[src/rtl/riscv_pkg.sv]
// Shared definitions for the instruction fetch slice: word size, NOP encoding,
// fetch FSM states and an address-alignment helper.
package riscv_pkg;

  localparam int unsigned XLEN = 32;
  localparam logic [XLEN-1:0] NOP = 32'h0000_0013;

  typedef enum logic [1:0] {
    StIdle,
    StWait,
    StHold
  } fetch_state_e;

  function automatic logic [XLEN-1:0] word_align(input logic [XLEN-1:0] addr);
    return {addr[XLEN-1:2], 2'b00};
  endfunction

endpackage

[src/rtl/fetch_pc_reg.sv]
// Fetch PC register: holds the address of the next instruction word to request,
// advancing by one word or jumping to a word-aligned target when loaded.
module fetch_pc_reg
  import riscv_pkg::*;
#(
  parameter logic [XLEN-1:0] RESET_PC = 32'h0000_0000
) (
  input  logic            clk_i,
  input  logic            rst_ni,
  input  logic            load_i,
  input  logic            sel_target_i,
  input  logic [XLEN-1:0] target_i,
  output logic [XLEN-1:0] pc_o
);

  logic [XLEN-1:0] pc_q, pc_d;

  always_comb begin
    pc_d = pc_q;
    if (load_i) begin
      pc_d = sel_target_i ? word_align(target_i) : pc_q + XLEN'(4);
    end
  end

  always_ff @(posedge clk_i) begin
    if (!rst_ni) begin
      pc_q <= RESET_PC;
    end else begin
      pc_q <= pc_d;
    end
  end

  assign pc_o = pc_q;

endmodule

[src/rtl/instr_fetch.sv]
// Single-outstanding instruction fetch unit: requests one word at a time, holds it
// for decode, and handles redirects including ones that race an in-flight request.
module instr_fetch
  import riscv_pkg::*;
#(
  parameter logic [XLEN-1:0] RESET_PC = 32'h0000_0000
) (
  input  logic            clk,
  input  logic            rst_n,
  output logic            imem_req,
  output logic [XLEN-1:0] imem_addr,
  input  logic            imem_rvalid,
  input  logic [XLEN-1:0] imem_rdata,
  output logic            out_valid,
  input  logic            out_ready,
  output logic [XLEN-1:0] out_instr,
  output logic [XLEN-1:0] out_pc,
  output logic [XLEN-1:0] out_pc_plus4,
  input  logic            redirect,
  input  logic [XLEN-1:0] redirect_target
);

  fetch_state_e    state_q, state_d;
  logic            kill_q, kill_d;
  logic [XLEN-1:0] tgt_q, tgt_d;
  logic [XLEN-1:0] instr_q, instr_d;
  logic [XLEN-1:0] opc_q, opc_d;

  logic            pc_load, pc_sel_tgt;
  logic [XLEN-1:0] pc_tgt, pc;

  fetch_pc_reg #(
    .RESET_PC(RESET_PC)
  ) u_pc_reg (
    .clk_i       (clk),
    .rst_ni      (rst_n),
    .load_i      (pc_load),
    .sel_target_i(pc_sel_tgt),
    .target_i    (pc_tgt),
    .pc_o        (pc)
  );

  always_ff @(posedge clk) begin
    if (!rst_n) begin
      state_q <= StIdle;
    end else begin
      state_q <= state_d;
    end
  end

  always_comb begin
    state_d = state_q;
    unique case (state_q)
      StIdle: state_d = StWait;
      StWait: if (imem_rvalid && !redirect && !kill_q) state_d = StHold;
      StHold: if (redirect || out_ready) state_d = StWait;
      default: state_d = StIdle;
    endcase
  end

  always_comb begin
    imem_req  = (state_q == StWait);
    out_valid = (state_q == StHold);
  end

  // A redirect cannot retarget a request already on the bus, so it is parked
  // in tgt_q and the stale response is dropped when it arrives.
  always_comb begin
    kill_d     = kill_q;
    tgt_d      = tgt_q;
    instr_d    = instr_q;
    opc_d      = opc_q;
    pc_load    = 1'b0;
    pc_sel_tgt = 1'b0;
    pc_tgt     = redirect_target;
    unique case (state_q)
      StIdle: begin
        if (redirect) begin
          pc_load    = 1'b1;
          pc_sel_tgt = 1'b1;
        end
      end
      StWait: begin
        if (imem_rvalid) begin
          kill_d = 1'b0;
          if (redirect) begin
            pc_load    = 1'b1;
            pc_sel_tgt = 1'b1;
          end else if (kill_q) begin
            pc_load    = 1'b1;
            pc_sel_tgt = 1'b1;
            pc_tgt     = tgt_q;
          end else begin
            instr_d = imem_rdata;
            opc_d   = pc;
          end
        end else if (redirect) begin
          tgt_d  = word_align(redirect_target);
          kill_d = 1'b1;
        end
      end
      StHold: begin
        if (redirect) begin
          pc_load    = 1'b1;
          pc_sel_tgt = 1'b1;
        end else if (out_ready) begin
          pc_load = 1'b1;
        end
      end
      default: ;
    endcase
  end

  always_ff @(posedge clk) begin
    if (!rst_n) begin
      kill_q  <= 1'b0;
      tgt_q   <= '0;
      instr_q <= NOP;
      opc_q   <= RESET_PC;
    end else begin
      kill_q  <= kill_d;
      tgt_q   <= tgt_d;
      instr_q <= instr_d;
      opc_q   <= opc_d;
    end
  end

  assign imem_addr    = pc;
  assign out_instr    = instr_q;
  assign out_pc       = opc_q;
  assign out_pc_plus4 = opc_q + XLEN'(4);

endmodule

[config.mk]
export PLATFORM = sky130hd
export DESIGN_NAME = instr_fetch
export DESIGN_NICKNAME = d
export VERILOG_FILES = /design/src/rtl/riscv_pkg.sv /design/src/rtl/fetch_pc_reg.sv /design/src/rtl/instr_fetch.sv
export SDC_FILE = /design/constraint.sdc
export NUM_CORES = 1
export LEC_CHECK = 0
export ABC_AREA = 1
export CAP_MARGIN = 40
export CORE_UTILIZATION = 48
export DETAILED_ROUTE_END_ITERATION = 8
export MAX_ROUTING_LAYER = met4
export PLACE_DENSITY = 0.92
export SETUP_SLACK_MARGIN = 0.15
export SYNTH_ARGS = -nofsm -noshare
export SYNTH_HDL_FRONTEND = slang
export SYNTH_SLANG_ARGS = --single-unit
[constraint.sdc]
create_clock -name clk -period 1.8 [get_ports clk]
set_clock_uncertainty 0.1 [all_clocks]
set_input_delay 0.27 -clock clk [delete_from_list [all_inputs] [get_ports clk]]
set_output_delay 0.27 -clock clk [all_outputs]
set_load 0.05 [all_outputs]
==> results.tsv, run 1 <==
metric	value	unit
result of the run	aborted with a tool error	
stage at which the run stopped	5_1_grt	
Error	[ERROR GRT-0232] Routing congestion too high. Check the congestion heatmap in the GUI.	
global placement routability congestion	0.945	
std cell rows	42	
All-Layer GR Usage	102	%
synthesized area	6640	sq um
Area after DPL	10200	sq um
# IOs	199	
CTS H-tree lvls	4	
count of synthesis-stage warnings from yosys	0	
Worst-path end type	output port	
CTS buffer count	17	
Die W	120	microns
Post-Place Cells	1448	
Sink Count	125	
Post-CTS Hold Buffers	0	
Seq cells post-synth	125	
number of library cell types mapped by synthesis	32	
mean instance size in the synthesized netlist	6.41	sq um
portion of the post-synthesis area used by sequential elements	37.7	%
Post-Place Worst Slack	-0.190	ns
overall overflow remaining after global route	1409	
Die Y	120	microns
Cells after Synth	1036	
input/output buffers	190	
end pin of the worst setup path after global-route repair	out_pc_plus4[18]	
top-area cell type share of the netlist area	37.7	%
maximum number of pins on one net before global-route repair	63	
number of buffers on the longest clock path	2	
top area cells in the synthesized netlist	sky130_fd_sc_hd__dfxtp_1, sky130_fd_sc_hd__nand2_1, sky130_fd_sc_hd__o21ai_0	
Synth area leader	sky130_fd_sc_hd__dfxtp_1	
starting density of the core	49.7	%
root buffer cell	sky130_fd_sc_hd__clkbuf_16	
total half-perimeter wirelength after legalization and detailed placement	16.4	mm
## through the flow
stage | TNS (ns) | util, %
2_1_floorplan | -2.80 | -
3_3_place_gp | -4.70 | 76.4
3_5_place_dp | -11.00 | 76.4
4_1_cts | -9.82 | 85.5
## repair_timing
action | in CTS
resized for setup | 95
pin swaps | 44
endpoints found under the hold margin | 0
endpoints found under the setup margin | 82
gates cloned | 3
setup buffers | 18
## logic make-up after synthesis
kind of cell             Yosys count  share of synthesized area, %
AND/OR/NAND/NOR                  475                          29.3
flip-flops                       125                          37.7
XOR/XNOR                          33                          4.35
AO/OA/AOI/OAI                    219                          16.9
adder cells (fa/ha/maj)            2                         0.377
buffers and inverters            181                          11.3
other                              1                        0.0565
## cell usage after synthesis
| library cell | instances |
|---|---|
| sky130_fd_sc_hd__o211ai_1 | 2 |
| sky130_fd_sc_hd__o21ai_2 | 1 |
| sky130_fd_sc_hd__o21ai_1 | 2 |
| sky130_fd_sc_hd__conb_1 | 1 |
| sky130_fd_sc_hd__buf_2 | 16 |
| sky130_fd_sc_hd__o21ai_0 | 124 |
| sky130_fd_sc_hd__nand2_2 | 1 |
| sky130_fd_sc_hd__and3_1 | 1 |
| sky130_fd_sc_hd__buf_6 | 2 |
| sky130_fd_sc_hd__clkbuf_1 | 25 |
| sky130_fd_sc_hd__a31oi_1 | 7 |
| sky130_fd_sc_hd__xnor2_1 | 14 |
| sky130_fd_sc_hd__nor2_1 | 147 |
| sky130_fd_sc_hd__nor3_2 | 1 |
| sky130_fd_sc_hd__buf_4 | 10 |
| sky130_fd_sc_hd__nand3_1 | 67 |
| sky130_fd_sc_hd__or2_2 | 1 |
| sky130_fd_sc_hd__inv_1 | 123 |
| sky130_fd_sc_hd__nand2_1 | 231 |
| sky130_fd_sc_hd__a211oi_1 | 1 |
| sky130_fd_sc_hd__nand4_1 | 7 |
| sky130_fd_sc_hd__nor3_1 | 11 |
| sky130_fd_sc_hd__dfxtp_1 | 125 |
| sky130_fd_sc_hd__nand3b_1 | 1 |
| sky130_fd_sc_hd__o21bai_1 | 2 |
| sky130_fd_sc_hd__nand3_2 | 1 |
| sky130_fd_sc_hd__inv_2 | 5 |
| sky130_fd_sc_hd__nor2_4 | 2 |
| sky130_fd_sc_hd__a21oi_1 | 80 |
| sky130_fd_sc_hd__xor2_1 | 19 |
| sky130_fd_sc_hd__nor2_2 | 4 |
| sky130_fd_sc_hd__ha_1 | 2 |
## layer usage
layer	GRT overflow	GRT usage, %
met3	7	66.5
met4	238	113
met1	11	88.6
met2	1153	140
met5	-	-
==> run 2, diff against run 1 <==
--- a/config.mk
+++ b/config.mk
@@ -7,11 +7,9 @@
 export LEC_CHECK = 0
 export ABC_AREA = 1
 export CAP_MARGIN = 40
-export CORE_UTILIZATION = 48
+export CORE_UTILIZATION = 40
 export DETAILED_ROUTE_END_ITERATION = 8
-export MAX_ROUTING_LAYER = met4
-export PLACE_DENSITY = 0.92
-export SETUP_SLACK_MARGIN = 0.15
+export PLACE_DENSITY_LB_ADDON = 0.15
 export SYNTH_ARGS = -nofsm -noshare
 export SYNTH_HDL_FRONTEND = slang
 export SYNTH_SLANG_ARGS = --single-unit
==> results.tsv, run 2 <==
metric	value	unit	change
result of the run	finished, violations left		was aborted with a tool error
failing checks	setup timing		
max frequency	0.422	GHz	
portion of the post-synthesis area used by sequential elements	37.7	%	unchanged
Max Cap Viol	0		
antenna cell count	0		
global-route wire length before repair	35.0	mm	
Pwr Density	787	nW/um^2	
Post-synth EDFFs	0		unchanged
clock period minus worst slack	2.37	ns	
# setup viols final	27		
Worst EP required	1.43	ns	
Max Transition Viols Final	0		
CTS buffer count	17		unchanged
final cell count without fillers	1559		
post-route setup slack	-0.572	ns	
global placement routability congestion	0.941		was 0.945
setup repair after global routing missed its margin	true		
synth-to-layout area growth	74.4	%	
FFs w/ async S/R, synth	0	%	unchanged
Synth area leader	sky130_fd_sc_hd__dfxtp_1		unchanged
Crit. End Element	output port		
Leakage	5.37	nW	
number of failing hold endpoints at the final stage	0		
final cycle utilization of the critical path	132	%	
top area cells in the synthesized netlist	sky130_fd_sc_hd__dfxtp_1, sky130_fd_sc_hd__nand2_1, sky130_fd_sc_hd__o21ai_0		unchanged
Sink Count	125		unchanged
dominant cell by count in the synthesized netlist	sky130_fd_sc_hd__nand2_1		unchanged
top-area cell type share of the netlist area	37.7	%	unchanged
number of library cell types mapped by synthesis	32		unchanged
crit path max fanout	4		
# IOs	199		unchanged
endpoint arrival time on the critical path	2.00	ns	
number of flip-flops in the largest register	32		
root buffer cell	sky130_fd_sc_hd__clkbuf_16		unchanged
fin nets	1401		
Post-Place Worst Slack	-0.221	ns	was -0.190 ns
synthesized area	6640	sq um	unchanged
most common cell after layout, fill and taps aside	sky130_fd_sc_hd__nand2_1		
clock share of power	38.9	%	
All-Layer GR Usage	26.4	%	
Die W	131	microns	was 120 microns
initial antenna violation count	0		
type of the worst min-delay path	in2reg		
clock insertion delay at the later pin of the skew report	0.42	ns	
commonest cells after routing, fill and taps aside	sky130_fd_sc_hd__nand2_1, sky130_fd_sc_hd__buf_4, sky130_fd_sc_hd__nor2_1		
total half-perimeter wirelength after legalization and detailed placement	16.7	mm	was 16.4 mm
Die Y	131	microns	was 120 microns
Setup CP Type	reg2out		
Int Pwr	6.07	mW	
standard cell core area	16100	sq um	
starting density of the core	41.4	%	was 49.7%
std cell rows	46		was 42
net load switching power	3.04	mW	
Post-Place Cells	1507		was 1448
maximum number of pins on one net before global-route repair	52		
final routed DRC violation total	0		
1st-pass router iterations	5		
CTS H-tree lvls	4		unchanged
Final Power	9.11	mW	
part of the power in combinational logic	26.3	%	
Seq cells post-synth	125		unchanged
Cells after Synth	1036		unchanged
share of post-route cells with drive strength above 1	32.5	%	
routed vias/inst	5.05		
Critical Path Start Type	register		
CTS tree	built		
average wire per cell in the routed design	15.2	microns	
Worst IR Drop VDD	780	uV	
mean instance size in the synthesized netlist	6.41	sq um	unchanged
DR vias	7873		
overall overflow remaining after global route	0		
Post-DRT Antenna Nets	0		
Seq pwr share	34.8	%	
Sw Share	33.4	%	
input/output buffers	190		unchanged
final core occ	72.1	%	
clock-pin slew reported for the worst setup and hold paths after clock tree synthesis	0.06	ns	
post-detailed-routing wire length	23.7	mm	
area of the die	17100	sq um	
via count of the first global-routing pass	7106		
number of DRC violations after detailed-routing iteration 0	560		
commonest register cell after synthesis	sky130_fd_sc_hd__dfxtp_1		unchanged
number of buffers on the longest clock path	2		unchanged
number of filler instances in the final layout	1269		
count of synthesis-stage warnings from yosys	0		unchanged
top cell types by occurrence after synthesis	sky130_fd_sc_hd__nand2_1, sky130_fd_sc_hd__nor2_1, sky130_fd_sc_hd__dfxtp_1		unchanged
run 2: area by class of cell:
class	instances	area [sq um]	area share, %
multi-input cells	735	4370	37.7
inverters	128	483	4.17
flip-flops and latches	125	2600	22.5
repair buffers	323	3250	28.1
clock inverters	12	135	1.17
well taps	216	270	2.33
clock buffers	20	468	4.04
run 2: power groups by stage:
stage	registers, mW	clock network [mW]	logic [mW]
after floorplan	3.72	0	0.812
after global placement	3.21	0	2.31
after detailed placement	3.21	0	2.33
after CTS	3.16	3.55	2.35
after global routing	3.19	3.69	2.55
final	3.17	3.54	2.40
run 2: worst paths after layout:
path / from / to / slack, ns / cells past startpoint
max: out_pc[8] / out_pc_plus4[19] / -0.57 / 8
max reg2reg: state_q[0] / out_pc[13] / 0.09 / 9
min: rst_n / out_instr[1] / 0.23 / 3
min reg2reg: tgt_q[5] / tgt_q[5] / 0.36 / 2
run 2: repair_timing:
item	4_1_cts	5_1_grt
endpoints found under the setup margin	28	56
gates resized for setup	54	59
pin swaps	34	39
buffers inserted	6	17
hold buffers	0	0
run 2: stage by stage:
step	area [sq um]	hold WS (ns)	TNS, ns
after floorplan	7260	0.297	-2.67
after global placement	10300	0.339	-5.71
after detailed placement	10300	0.351	-8.49
after CTS	11200	0.224	-10.36
after global routing	11600	0.239	-12.75
final	11600	0.233	-10.90
run 2: cells by family (layout without fill, tap and decap cells):
group	Yosys count	count (layout)	share of synthesized area (%)
AO/OA/AOI/OAI	219	219	16.9
XOR/XNOR	33	33	4.35
adder cells (fa/ha/maj)	2	2	0.377
buffers and inverters	181	483	11.3
flip-flops	125	125	37.7
other	1	6	0.0565
AND/OR/NAND/NOR	475	475	29.3
run 2: per-layer routing:
layer	part of all wire, %	wire (microns)	vias to the layer above	GRT usage, %
li1	-	-	3876	-
met1	41	9660	3666	33.3
met2	51	12100	282	45.3
met3	5.7	1360	49	4.64
met4	2.5	594	0	9.26
met5	0	0	-	0
run 2: worst max-delay path: stages, from the launching register on:
cell	delay, ns
sky130_fd_sc_hd__dfxtp_4	0.38
sky130_fd_sc_hd__nand2_4	0.07
sky130_fd_sc_hd__nor2_4	0.13
sky130_fd_sc_hd__nand2_2	0.09
sky130_fd_sc_hd__nor2_4	0.16
sky130_fd_sc_hd__nand2_2	0.09
sky130_fd_sc_hd__nor3_4	0.30
sky130_fd_sc_hd__xor2_4	0.20
sky130_fd_sc_hd__buf_12	0.15
(Power assumes the default switching activity.)
==> run 3, diff against run 2 <==
--- a/config.mk
+++ b/config.mk
@@ -12,4 +12,5 @@
 export PLACE_DENSITY_LB_ADDON = 0.15
 export SYNTH_ARGS = -nofsm -noshare
 export SYNTH_HDL_FRONTEND = slang
+export SYNTH_HIERARCHICAL = 1
 export SYNTH_SLANG_ARGS = --single-unit
==> results.tsv, run 3 <==
metric	value	unit	change
Worst IR Drop VDD	648	uV	was 780 uV
Max Cap Viol	0		unchanged
global placement routability congestion	0.884		was 0.941
final routed DRC violation total	0		unchanged
final core occ	71.4	%	was 72.1%
series of cell instances along the critical path	clkinvlp_4 -> nor2_4 -> buf_6 -> nand3b_1 -> buf_6 -> xnor2_4 -> buf_12		was nand2_4 -> nor2_4 -> nand2_2 -> nor2_4 -> nand2_2 -> nor3_4 -> xor2_4 -> buf_12
standard cell core area	17300	sq um	was 16100 sq um
Die W	135	microns	was 131 microns
highest-delay cell along the critical path	sky130_fd_sc_hd__dfxtp_4		unchanged
crit path max fanout	4		unchanged
total half-perimeter wirelength after legalization and detailed placement	16.6	mm	was 16.7 mm
final design area excluding fillers	12300	sq um	was 11600 sq um
clock insertion delay at the later pin of the skew report	0.43	ns	was 0.42 ns
DR vias	8220		was 7873
global-route wire length before repair	37.1	mm	was 35.0 mm
type of the worst min-delay path	in2reg		unchanged
# IOs	199		unchanged
max frequency	0.456	GHz	was 0.422 GHz
overall overflow remaining after global route	0		unchanged
synth-to-layout area growth	73.7	%	was 74.4%
Post-Place Worst Slack	-0.498	ns	was -0.221 ns
final-layout worst hold slack	0.123	ns	was 0.233 ns
Sink Count	127		was 125
clock period minus worst slack	2.19	ns	was 2.37 ns
All-Layer GR Usage	25.7	%	was 26.4%
1st-pass router iterations	5		unchanged
Cells after Synth	1125		was 1036
Post-CTS Hold Buffers	0		unchanged
Critical Path Most Common Cell	sky130_fd_sc_hd__buf_6		
CTS tree	built		unchanged
average wire per cell in the routed design	14.9	microns	was 15.2 microns
antenna cell count	0		unchanged
Leakage	5.03	nW	was 5.37 nW
normalized max-slew margin	63.5	%	
std cell rows	48		was 46
number of failing hold endpoints at the final stage	0		unchanged
CTS buffer count	17		unchanged
# setup viols final	31		was 27
Area after DPL	10600	sq um	was 10300 sq um
Largest stage delay, worst path	0.38	ns	about the same
failing checks	setup timing		unchanged
mean instance size in the synthesized netlist	6.32	sq um	was 6.41 sq um
number of buffers on the longest clock path	2		unchanged
Setup CP Type	reg2out		unchanged
maximum number of pins on one net before global-route repair	54		was 52
synthesized area	7110	sq um	was 6640 sq um
count of synthesis-stage warnings from yosys	6		was 0
area of the die	18300	sq um	was 17100 sq um
initial antenna violation count	0		unchanged
endpoint arrival time on the critical path	1.82	ns	was 2.00 ns
starting density of the core	41.1	%	was 41.4%
post-detailed-routing wire length	24.6	mm	was 23.7 mm
Crit. End Element	output port		unchanged
final cycle utilization of the critical path	122	%	was 132%
Worst EP required	1.43	ns	about the same
Die Y	135	microns	was 131 microns
post-route setup slack	-0.392	ns	was -0.572 ns
CTS H-tree lvls	4		unchanged
routed vias/inst	4.98		was 5.05
fin nets	1482		was 1401
setup repair after global routing missed its margin	true		unchanged
slew at the pin closest to its max-slew limit	0.548	ns	
Post-DRT Antenna Nets	0		unchanged
root buffer cell	sky130_fd_sc_hd__clkbuf_16		unchanged
share of post-route cells with drive strength above 1	38.8	%	was 32.5%
result of the run	finished, violations left		unchanged
commonest cells after routing, fill and taps aside	sky130_fd_sc_hd__nor2_1, sky130_fd_sc_hd__nand2_1, sky130_fd_sc_hd__buf_4		was sky130_fd_sc_hd__nand2_1, sky130_fd_sc_hd__buf_4, sky130_fd_sc_hd__nor2_1
via count of the first global-routing pass	7513		was 7106
number of DRC violations after detailed-routing iteration 0	484		was 560
Pwr Density	731	nW/um^2	was 787 nW/um^2
most common cell after layout, fill and taps aside	sky130_fd_sc_hd__nor2_1		was sky130_fd_sc_hd__nand2_1
input/output buffers	194		was 190
Max Transition Viols Final	0		unchanged
Critical Path Start Type	register		unchanged
clock-pin slew reported for the worst setup and hold paths after clock tree synthesis	0.06	ns	about the same
run 3: cell types whose count changed in the layout (fill, tap and decap cells not counted), moves of 31 or more:
cell	delta
sky130_fd_sc_hd__nand2_2	+36
sky130_fd_sc_hd__buf_4	-31
sky130_fd_sc_hd__a21oi_1	-62
sky130_fd_sc_hd__o21ai_2	+32
sky130_fd_sc_hd__nor2_1	+126
sky130_fd_sc_hd__inv_1	-37
run 3: per-stage QoR:
stage	instances	total power, mW	TNS (ns)
4_1_cts	1631	8.91	-7.72
2_1_floorplan	1126	4.35	-6.56
3_3_place_gp	1580	5.22	-20.04
5_1_grt	1649	9.35	-11.59
3_5_place_dp	1580	5.24	-24.12
6_report	1649	9.03	-7.70
run 3: power by group:
| group | switching (mW) | internal [mW] | leakage [nW] |
|---|---|---|---|
| clock network | 1.33 | 2.31 | 0.282 |
| registers | 0.155 | 2.96 | 1.05 |
| logic | 1.31 | 0.959 | 3.70 |
run 3: final timing paths:
| check | from | end | slack, ns | cells after the start |
|---|---|---|---|---|
| worst max register to register | state_q[0] | u_pc_reg/pc_o[16] | -0.02 | 11 |
| worst min register to register | tgt_q[25] | tgt_q[25] | 0.38 | 2 |
| worst max-delay path | out_pc[2] | out_pc_plus4[11] | -0.39 | 7 |
| worst min-delay path | redirect | kill_q | 0.12 | 3 |
run 3: timing repair:
item,CTS,global route
resized for setup,97,110
endpoints found under the setup margin,55,71
pin swaps,35,64
gates cloned,3,7
setup buffers,17,14
run 3: routing by layer:
layer | wire [microns] | GRT usage (%)
met1 | 10700 | 33.7
met2 | 12000 | 42.6
met3 | 1370 | 4.34
met4 | 496 | 8.43
met5 | 0 | 0
run 3: area by class of cell:
type | instances | area, sq um
repair inverters | 1 | 5.00
repair buffers | 318 | 3500
inverters | 93 | 365
well taps | 225 | 282
multi-input cells | 853 | 4940
fillers | 1368 | 4950
flip-flops and latches | 127 | 2630
clock buffers | 18 | 429
clock inverters | 14 | 191
run 3: worst max-delay path, delay by kind of cell (launching register included):
family,cells,cell delay (ns)
xor gates and xnor gates,1,0.15
buffers and inverters,4,0.55
DFF,1,0.38
and+or+nand+nor,2,0.31
==> run 4, diff against run 3 <==
--- a/config.mk
+++ b/config.mk
@@ -7,8 +7,9 @@
 export LEC_CHECK = 0
 export ABC_AREA = 1
 export CAP_MARGIN = 40
-export CORE_UTILIZATION = 40
+export CORE_UTILIZATION = 49
 export DETAILED_ROUTE_END_ITERATION = 8
+export MAX_ROUTING_LAYER = met4
 export PLACE_DENSITY_LB_ADDON = 0.15
 export SYNTH_ARGS = -nofsm -noshare
 export SYNTH_HDL_FRONTEND = slang
==> constraint.sdc (replaced) <==
create_clock -name clk -period 1.8 [get_ports clk]
set_clock_uncertainty 0.1 [all_clocks]
set_input_delay 0.54 -clock clk [delete_from_list [all_inputs] [get_ports clk]]
set_output_delay 0.54 -clock clk [all_outputs]
set_load 0.05 [all_outputs]
==> results.tsv, run 4 <==
metric	value	unit	change
synthesized area	7110	sq um	unchanged
overall overflow remaining after global route	1073		
global placement routability congestion	0.966		was 0.884
end pin of the worst setup path after global-route repair	out_pc_plus4[15]		
maximum number of pins on one net before global-route repair	56		
Die Y	122	microns	was 135 microns
CTS H-tree lvls	4		unchanged
total half-perimeter wirelength after legalization and detailed placement	19.2	mm	was 16.6 mm
All-Layer GR Usage	97.8	%	
CTS buffer count	17		unchanged
result of the run	aborted with a tool error		was finished, violations left
mean instance size in the synthesized netlist	6.32	sq um	unchanged
number of buffers on the longest clock path	2		unchanged
Worst-path end type	output port		
starting density of the core	50.8	%	was 41.1%
stage at which the run stopped	5_1_grt		
Error	[ERROR GRT-0232] Routing congestion too high. Check the congestion heatmap in the GUI.		
Post-CTS Hold Buffers	0		unchanged
count of synthesis-stage warnings from yosys	6		unchanged
# IOs	199		unchanged
Sink Count	127		unchanged
Post-Place Worst Slack	-0.662	ns	was -0.498 ns
std cell rows	43		was 48
Die W	122	microns	was 135 microns
input/output buffers	194		unchanged
root buffer cell	sky130_fd_sc_hd__clkbuf_16		unchanged
Cells after Synth	1125		unchanged
run 4: metal layers:
layer | track usage [%] | overflow
met1 | 87.0 | 7
met2 | 128 | 855
met3 | 67.9 | 4
met4 | 109 | 207
met5 | - | -
run 4: timing repair:
action                                  CTS
pin swaps                                40
resized for setup                        97
cloned                                    3
buffers inserted                         14
endpoints found under the setup margin  137
run 4: stage by stage:
stage | cells | cell area (sq um)
2_1_floorplan | 1126 | 7820
3_3_place_gp | 1573 | 12000
3_5_place_dp | 1573 | 12000
4_1_cts | 1621 | 13100
